$ cat config.mk
export PLATFORM = sky130hd
export DESIGN_NAME = egress_rr_scheduler
export DESIGN_NICKNAME = d
export VERILOG_FILES = /design/src/rtl/egress_rr_scheduler_pkg.sv /design/src/rtl/egress_rr_scheduler_rr_pick4.sv /design/src/rtl/egress_rr_scheduler.sv
export SDC_FILE = /design/constraint.sdc
export NUM_CORES = 1
export LEC_CHECK = 0
export CORE_MARGIN = 1
export CORE_UTILIZATION = 40
export CTS_BUF_LIST = sky130_fd_sc_hd__clkbuf_4 sky130_fd_sc_hd__clkbuf_8 sky130_fd_sc_hd__clkbuf_16
export CTS_CLUSTER_DIAMETER = 100
export DETAILED_ROUTE_END_ITERATION = 8
export GPL_TIMING_DRIVEN = 0
export PLACE_DENSITY = 0.75
export SYNTH_ARGS = -nofsm -noshare
export SYNTH_HDL_FRONTEND = slang
export SYNTH_SLANG_ARGS = --single-unit
$ cat constraint.sdc
create_clock -name clk -period 1.6 [get_ports clk]
set_input_delay 0.24 -clock clk [delete_from_list [all_inputs] [get_ports clk]]
set_output_delay 0.24 -clock clk [all_outputs]
set_load 0.05 [all_outputs]
$ cat src/rtl/egress_rr_scheduler_pkg.sv
// Shared widths, word field offsets and FSM encoding for the egress round-robin scheduler.
// Pure constants; no latency or flow control of its own.
package egress_rr_scheduler_pkg;

    localparam int DATA_W    = 12;
    localparam int NUM_LANES = 4;
    localparam int LANE_W    = 2;

    localparam int CLASS_MSB = 11;
    localparam int CLASS_LSB = 10;
    localparam int DEST_MSB  = 9;
    localparam int DEST_LSB  = 8;

    typedef enum logic [1:0] {
        ST_IDLE = 2'd0,
        ST_POP  = 2'd1,
        ST_CAPT = 2'd2,
        ST_SEND = 2'd3
    } state_t;

    function automatic logic [NUM_LANES-1:0] lane_onehot(input logic [LANE_W-1:0] idx);
        return 4'b0001 << idx;
    endfunction

endpackage

$ cat src/rtl/egress_rr_scheduler_rr_pick4.sv
// Combinational 4-way round-robin picker: first requester at or above i_ptr (mod 4).
// Zero latency; no flow control, o_any qualifies o_idx.
module rr_pick4 (
    input  logic [3:0] i_req,
    input  logic [1:0] i_ptr,
    output logic [1:0] o_idx,
    output logic       o_any
);

    always_comb begin
        logic [1:0] w_lane;
        o_any  = |i_req;
        o_idx  = i_ptr;
        w_lane = i_ptr;
        // Walk from the farthest offset down so the nearest requester wins last.
        for (int k = 3; k >= 0; k--) begin
            w_lane = i_ptr + 2'(k);
            if (i_req[w_lane]) begin
                o_idx = w_lane;
            end
        end
    end

endmodule

$ cat src/rtl/egress_rr_scheduler.sv
// Drains lane FIFOs 4..7 round-robin into one valid/ready stream; 3 cycles min per word (POP, CAPT, SEND).
// Holds the word while ready_in is low; DEST_CHECK_EN drops words whose dest field disagrees with the lane.
module egress_rr_scheduler
    import egress_rr_scheduler_pkg::*;
#(
    parameter int CNT_W = 5
) (
    input  logic                        clk,
    input  logic                        reset,
    input  logic [NUM_LANES-1:0]        empty,
    input  logic [NUM_LANES*DATA_W-1:0] lane_data,
    output logic [NUM_LANES-1:0]        pop,
    output logic [DATA_W-1:0]           data_out,
    output logic                        valid_out,
    input  logic                        ready_in,
    output logic [LANE_W-1:0]           lane_out,
    input  logic [LANE_W-1:0]           cnt_sel,
    output logic [CNT_W-1:0]            cnt_value,
    output logic                        idle,
    output logic                        err_dest
);

    state_t              r_state;
    state_t              w_state_nxt;
    logic [LANE_W-1:0]   r_grant;
    logic [LANE_W-1:0]   r_ptr;
    logic [LANE_W-1:0]   r_lane;
    logic [DATA_W-1:0]   r_data;
    logic [CNT_W-1:0]    r_cnt [NUM_LANES];
    logic [LANE_W-1:0]   w_pick_idx;
    logic                w_pick_any;
    logic [DATA_W-1:0]   w_word;
    logic                w_accept;
    logic                w_dest_bad;

    rr_pick4 u_pick (
        .i_req (~empty),
        .i_ptr (r_ptr),
        .o_idx (w_pick_idx),
        .o_any (w_pick_any)
    );

    assign w_word   = lane_data[r_grant*DATA_W +: DATA_W];
    assign w_accept = (r_state == ST_SEND) && ready_in;

`ifdef DEST_CHECK_EN
    logic r_err;

    assign w_dest_bad = (w_word[DEST_MSB:DEST_LSB] != r_grant);
    assign err_dest   = r_err;

    always_ff @(posedge clk or negedge reset) begin
        if (!reset) begin
            r_err <= 1'b0;
        end else if (r_state == ST_CAPT && w_dest_bad) begin
            r_err <= 1'b1;
        end
    end
`else
    assign w_dest_bad = 1'b0;
    assign err_dest   = 1'b0;
`endif

    always_ff @(posedge clk or negedge reset) begin
        if (!reset) begin
            r_state <= ST_IDLE;
        end else begin
            r_state <= w_state_nxt;
        end
    end

    always_comb begin
        w_state_nxt = r_state;
        case (r_state)
            ST_IDLE: if (w_pick_any) w_state_nxt = ST_POP;
            ST_POP:  w_state_nxt = ST_CAPT;
            ST_CAPT: w_state_nxt = w_dest_bad ? ST_IDLE : ST_SEND;
            ST_SEND: if (ready_in) w_state_nxt = w_pick_any ? ST_POP : ST_IDLE;
            default: w_state_nxt = ST_IDLE;
        endcase
    end

    always_ff @(posedge clk or negedge reset) begin
        if (!reset) begin
            r_grant <= '0;
            r_ptr   <= '0;
            r_lane  <= '0;
            r_data  <= '0;
            for (int i = 0; i < NUM_LANES; i++) begin
                r_cnt[i] <= '0;
            end
        end else begin
            if ((r_state == ST_IDLE || w_accept) && w_pick_any) begin
                r_grant <= w_pick_idx;
            end
            // Pointer advances even when the captured word is dropped.
            if (r_state == ST_CAPT) begin
                r_ptr <= r_grant + 2'd1;
                if (!w_dest_bad) begin
                    r_data <= w_word;
                    r_lane <= r_grant;
                end
            end
            if (w_accept) begin
                r_cnt[r_lane] <= r_cnt[r_lane] + CNT_W'(1);
            end
        end
    end

    assign pop       = (r_state == ST_POP) ? lane_onehot(r_grant) : '0;
    assign valid_out = (r_state == ST_SEND);
    assign data_out  = r_data;
    assign lane_out  = r_lane;
    assign cnt_value = r_cnt[cnt_sel];
    assign idle      = (r_state == ST_IDLE) && (&empty);

endmodule

-- Yosys cells after proc, flatten, opt, wreduce, memory -nomap -nowiden
Cells that the tools add are included.
- bits in read-only memories: 0
- output and inout port bits: 26
- logic and storage cells: 67
- input bits: 57
- bits in latches: 0
- register bits: 40
- memories: 0
- RAM bits: 0
- bitwise operators: 3
- $add $sub $neg: 5
- divide/modulo/power cells: 0
- $mul: 1
- equal/unequal tests: 5
- mux-type cells: 26
- shifts and indexed selects: 2
- reductions and logical operators: 9
- magnitude comparators: 7
- operators by type and width (kind ; count):
    $shiftx A48 B7 Y12 ; 1
    $mux W5 ; 5
    $bmux W5 S2 ; 2
    $bwmux W20 ; 1
    $lt A2 B3 Y1 const B ; 4
    $mux W2 ; 6
    $demux W5 S2 ; 1
    $bmux W1 S2 ; 4
    $pmux W2 S4 ; 1
    $ge A3 B3 Y1 const B ; 2
    $not A2 Y3 ; 2
    $add A5 B1 Y5 const B ; 1
    $mux W1 ; 5
    $add A2 B1 Y2 const B ; 2
    $add A2 B2 Y2 const B ; 2
    $eq A2 B2 Y1 const B ; 2
    $logic_and A1 B1 Y1 ; 4
    $mul A2 B2 Y4 const B ; 1
    $mux W4 ; 1
    $not A4 Y4 ; 1
    $reduce_and A4 Y1 ; 1
    $reduce_or A4 Y1 ; 1
    $shl A1 B2 Y4 const A ; 1
    $lt A3 B1 Y1 const B ; 1
    6 further kinds ; 6

-- Logic depth before layout (Yosys ltp)
- depth after elaboration: 7
- gate-level depth with buffers: 6
- mapped depth without buffers: 5

-- Cells and area by module
A second synthesis with hierarchy kept.
- cell total of the unflattened synthesis: 185
- area total of the unflattened synthesis: 2401.1 µm²
- by module, submodules not included (module ; area each (µm²) ; instances ; cells each):
    egress_rr_scheduler ; 2301.0 ; 1 ; 169
    rr_pick4 ; 100.1 ; 1 ; 16

-- Worst setup path before layout
No wires, ideal clock.
- path type: register to register
- start point: register r_lane[0], in the netlist lane_out[0]
- end point: register r_cnt[19] (netlist name)
- arrival: 1.998 ns
- slack: -0.541 ns
- library setup time: 0.144 ns
- clock period less this slack: 2.141 ns
- cell stages (with the launch flop): 7
- data required time: 1.456 ns
- path through: dfrtp_1 > buf_6 > mux4_2 > ha_1 > nand3_2 > xor2_2 > a21oi_1
- cells in the longest elaborated chain, start to end: 6
- elaborated cells between the ends (all ways): 11
- those cells by class: add/sub (1); order compare (2); mux (6); bitwise (1); reduce/logical (1)
- ends and longest elaborated chain (what ; RTL line ; source):
    start, declared ; egress_rr_scheduler.sv:27 ; logic [LANE_W-1:0] r_lane;
    start signal, assigned ; egress_rr_scheduler.sv:101 ; r_lane <= r_grant;
    $not A2 Y3 (not written as such) (*) ; egress_rr_scheduler.sv:105 ; r_cnt[r_lane] <= r_cnt[r_lane] + CNT_W'(1);
    $bmux W5 S2 (tied with other cells) ; egress_rr_scheduler.sv:105 ;
    $mux W5 (not written as such) or $logic_and A1 B1 Y1 (tied branches) ; egress_rr_scheduler.sv:105 ;
    $mux W5 (not written as such) ; egress_rr_scheduler.sv:105 ;
    $add A5 B1 Y5 or $demux W5 S2 (tied branches) ; egress_rr_scheduler.sv:105 ;
    $bwmux W20 (*) ; egress_rr_scheduler.sv:105 ;
    end signal, assigned by index ; egress_rr_scheduler.sv:105 ;
    end, declared ; egress_rr_scheduler.sv:29 ; logic [CNT_W-1:0] r_cnt [NUM_LANES];
Mark *: on every way between the ends. The rest lies on a longest branch, timed or not. The select of a mux whose other input is x is not followed.
A chain may end at the register's enable or synchronous reset.

-- Final worst setup path
- start point: register r_lane[0], in the netlist lane_out[0]
- end point: register r_cnt[9] (netlist name)
The elaborated chain is that of the path after synthesis.

==> out/results.txt <==
Status: finished, violations left
Failing checks: negative setup slack
Syn nets: 247
Fin Clk Skew: 0.007655 ns
PD cells: 2130 nW/µm²
Routed wire length per instance: 18.73 µm
Floorplan core area: 5608 µm²
Die Span Y: 79.05 µm
Worst hold path type: primary input to async pin
Pin count of the biggest net entering global routing: 27
Clock-pin slew of the registers on the worst-case setup and hold paths: 0.08 ns
F_max: 0.5537 GHz
Initial core utilization: 0.4235
Vias in the first global route: 2034
CP Cell Sequence: buf_8 > mux4_2 > ha_4 > nand3_4 > xor2_4 > o21ai_1
Worst-path fanout max: 4
Die area: 6249 µm²
Worst vdd ir: 1.422 mV
Tot GR Track Use: 0.2109
Fin util: 0.6925
CP endpoint kind: flop
Initial antenna violation count: 0
Layout overhead on the synthesized area: 63.54%
Setup Crit Path Kind: flop to flop
CTS tree: done
Synth warn: 0
Top delay family on crit path: multiplexers
NumNets Final: 358
Async SR Flop Fraction: 1.000
Setup violators final: 31
Average size of a mapped cell: 13.19 µm²
Routability cong.: 0.7696
Rows: 27
Port Buffer Count: 79
Critical path's slowest cell: mux4_2
Clk_lat worst skew: 0.29 ns
Antenna cells: 0
Mapped Area: 2375 µm²
Max_slew headroom: 0.6267
Vias/cell: 5.437
First-pass GRT wire length: 9.901 mm
Post-synth EDFFs: 0
Critical Path RT: 1.77 ns
Worst slack, placed: -0.6740 ns
CP startpoint kind: flop
Static leakage power: 0.001635 µW
CP max stage delay: 0.56 ns
Minimum clock period after layout: 1.806 ns
Period utilization: 1.129
Top layer in use: met4
Bufs and invs on worst path: 1
RSZ-0062 raised after global routing: yes
WL met2: 3.706 mm
Data arrival, critical path: 1.98 ns
Vias: 1979
Final Hold Vio Count: 0
Top-level I/O count: 83
Post-DP HPWL: 4.449 mm
CTS sink count: 40
Fin worst setup slack: -0.2060 ns
Max Cap Viol: 0
M1 WL: 2.604 mm
Slew @ Worst Pin: 0.5622 ns
Count of cell types in the netlist: 34
Seq/Total Area, Yosys: 0.4215
Root buf cell: clkbuf_8
Post-synthesis sequential element count: 40
DRC: 0
Post-detailed-route count of antenna-violating nets: 0
Htree depth: 2
DRT iter0 DRCs: 113
Clock Tree Buf Depth: 2
Drt first pass iters: 5
Total Wirelength: 6.817 mm
Filler Cell Count: 398
Most used DFF post-synth: dfrtp_1
CTS Buf Count: 5
Die W: 79.05 µm
Syn Inst Count: 180
Share of layout cells above drive strength 1: 0.4384
Gr ovfl total: 0
Final Max Tran Viols: 0
WL met3: 295 µm
## final timing paths
check / slack (ns) / depth (start not counted) / endpoint / startpoint
setup reg to reg: -0.21 / 6 / r_cnt[9]$_DFFE_PN0P_ / lane_out[0]$_DFFE_PN0N_
min in group clk: 0.43 / 4 / r_grant[1]$_DFFE_PN0P_ / empty[3]
hold reg to reg: 0.51 / 1 / data_out[6]$_DFFE_PN0N_ / data_out[6]$_DFFE_PN0N_
setup / recovery: -0.21 / 6 / r_cnt[9]$_DFFE_PN0P_ / lane_out[0]$_DFFE_PN0N_
hold / removal: 0.39 / 2 / r_cnt[2]$_DFFE_PN0P_ / reset
max in group asynchronous: 0.73 / 3 / r_grant[1]$_DFFE_PN0P_ / reset
## state kept, by name (all words and copies together), names as in the netlist
signal / flops
r_cnt: 20
lane_out: 2
r_ptr: 2
data_out: 12
r_state: 2
r_grant: 2
## layer usage
layer,up-vias,track usage
li1,902,-
met1,997,0.2458
met2,63,0.3819
met3,17,0.03333
met4,0,0.08909
met5,-,0
## final cells by class
type	count	area (µm²)	area share
Multi-Input combinational cell	122	1446	0.3724
Timing Repair Buffer	105	1066	0.2745
Sequential cell	40	1006	0.2590
Buffer	10	112.6	0.02899
Clock buffer	7	96.34	0.02481
Tap cell	72	90.09	0.02320
Inverter	7	36.28	0.009343
Clock inverter	1	30.03	0.007732
## placed cells by master, fill, tap and decap left out, types with 3 or more instances in the layout
cell type,Yosys,layout
mux2_4,0,6
dfrtp_1,40,36
clkdlybuf4s50_1,0,48
buf_8,0,7
inv_1,7,3
a21oi_1,7,5
dlygate4sd2_1,0,18
dfrtp_2,0,4
ha_1,10,3
and2_4,0,5
mux4_2,22,22
ha_4,0,6
mux2_2,21,15
buf_6,2,10
buf_12,0,4
nor2_1,5,5
buf_4,1,18
nand2_1,15,15
o21ai_1,7,10
o21ai_0,7,3
clkbuf_8,0,7
## cell usage after synthesis (2+ instances only)
library cell | instances | area share
o21ai_0 | 7 | 0.015
nand2_1 | 15 | 0.024
nand4b_1 | 2 | 0.0074
o21ai_1 | 7 | 0.015
ha_1 | 10 | 0.053
buf_6 | 2 | 0.0095
mux2i_1 | 2 | 0.0084
dfrtp_1 | 40 | 0.42
nand3_2 | 2 | 0.0084
xor2_2 | 2 | 0.014
buf_2 | 3 | 0.0063
nor2_1 | 5 | 0.0079
and2_1 | 5 | 0.013
a21oi_1 | 7 | 0.015
inv_1 | 7 | 0.011
mux4_2 | 22 | 0.21
clkbuf_1 | 5 | 0.0079
mux2_2 | 21 | 0.10
## kinds of logic (layout without fill, tap and decap cells)
family	Yosys count	after routing	share of synthesized area
compound gates	29	29	0.07218
other cells	1	1	0.001579
flops	40	40	0.4215
simple gates	34	34	0.07693
fa+ha+maj	10	10	0.05269
xor+xnor	3	3	0.02055
buf+inv	18	130	0.03794
mux	45	45	0.3167
## power by group
part | switching [µW] | internal (µW)
registers | 379 | 1510
clock network | 355 | 551
logic | 2800 | 2680
## timing repair
action / 4_1_cts / 5_1_grt
resized for setup: 115 / 40
hold buffers: 1 / 0
hold endpoints to repair: 14 / 0
gates cloned: 0 / 1
setup endpoints to repair: 52 / 43
pin swaps: 6 / 8
setup buffers: 11 / 12
## through the flow
step	hold WS (ns)	cell area (µm²)	cells	setup TNS [ns]	total power (µW)
2_1_floorplan	-0.05559	2412	180	-4.290	5026
3_3_place_gp	0.4798	3293	331	-39.43	6155
3_5_place_dp	0.1823	3308	332	-10.31	6268
4_1_cts	0.4069	3608	351	-2.312	7565
5_1_grt	0.4180	3884	364	-3.839	8715
6_report	0.3938	3884	364	-2.418	8273
Note: power is estimated with default switching activity, not from simulation.
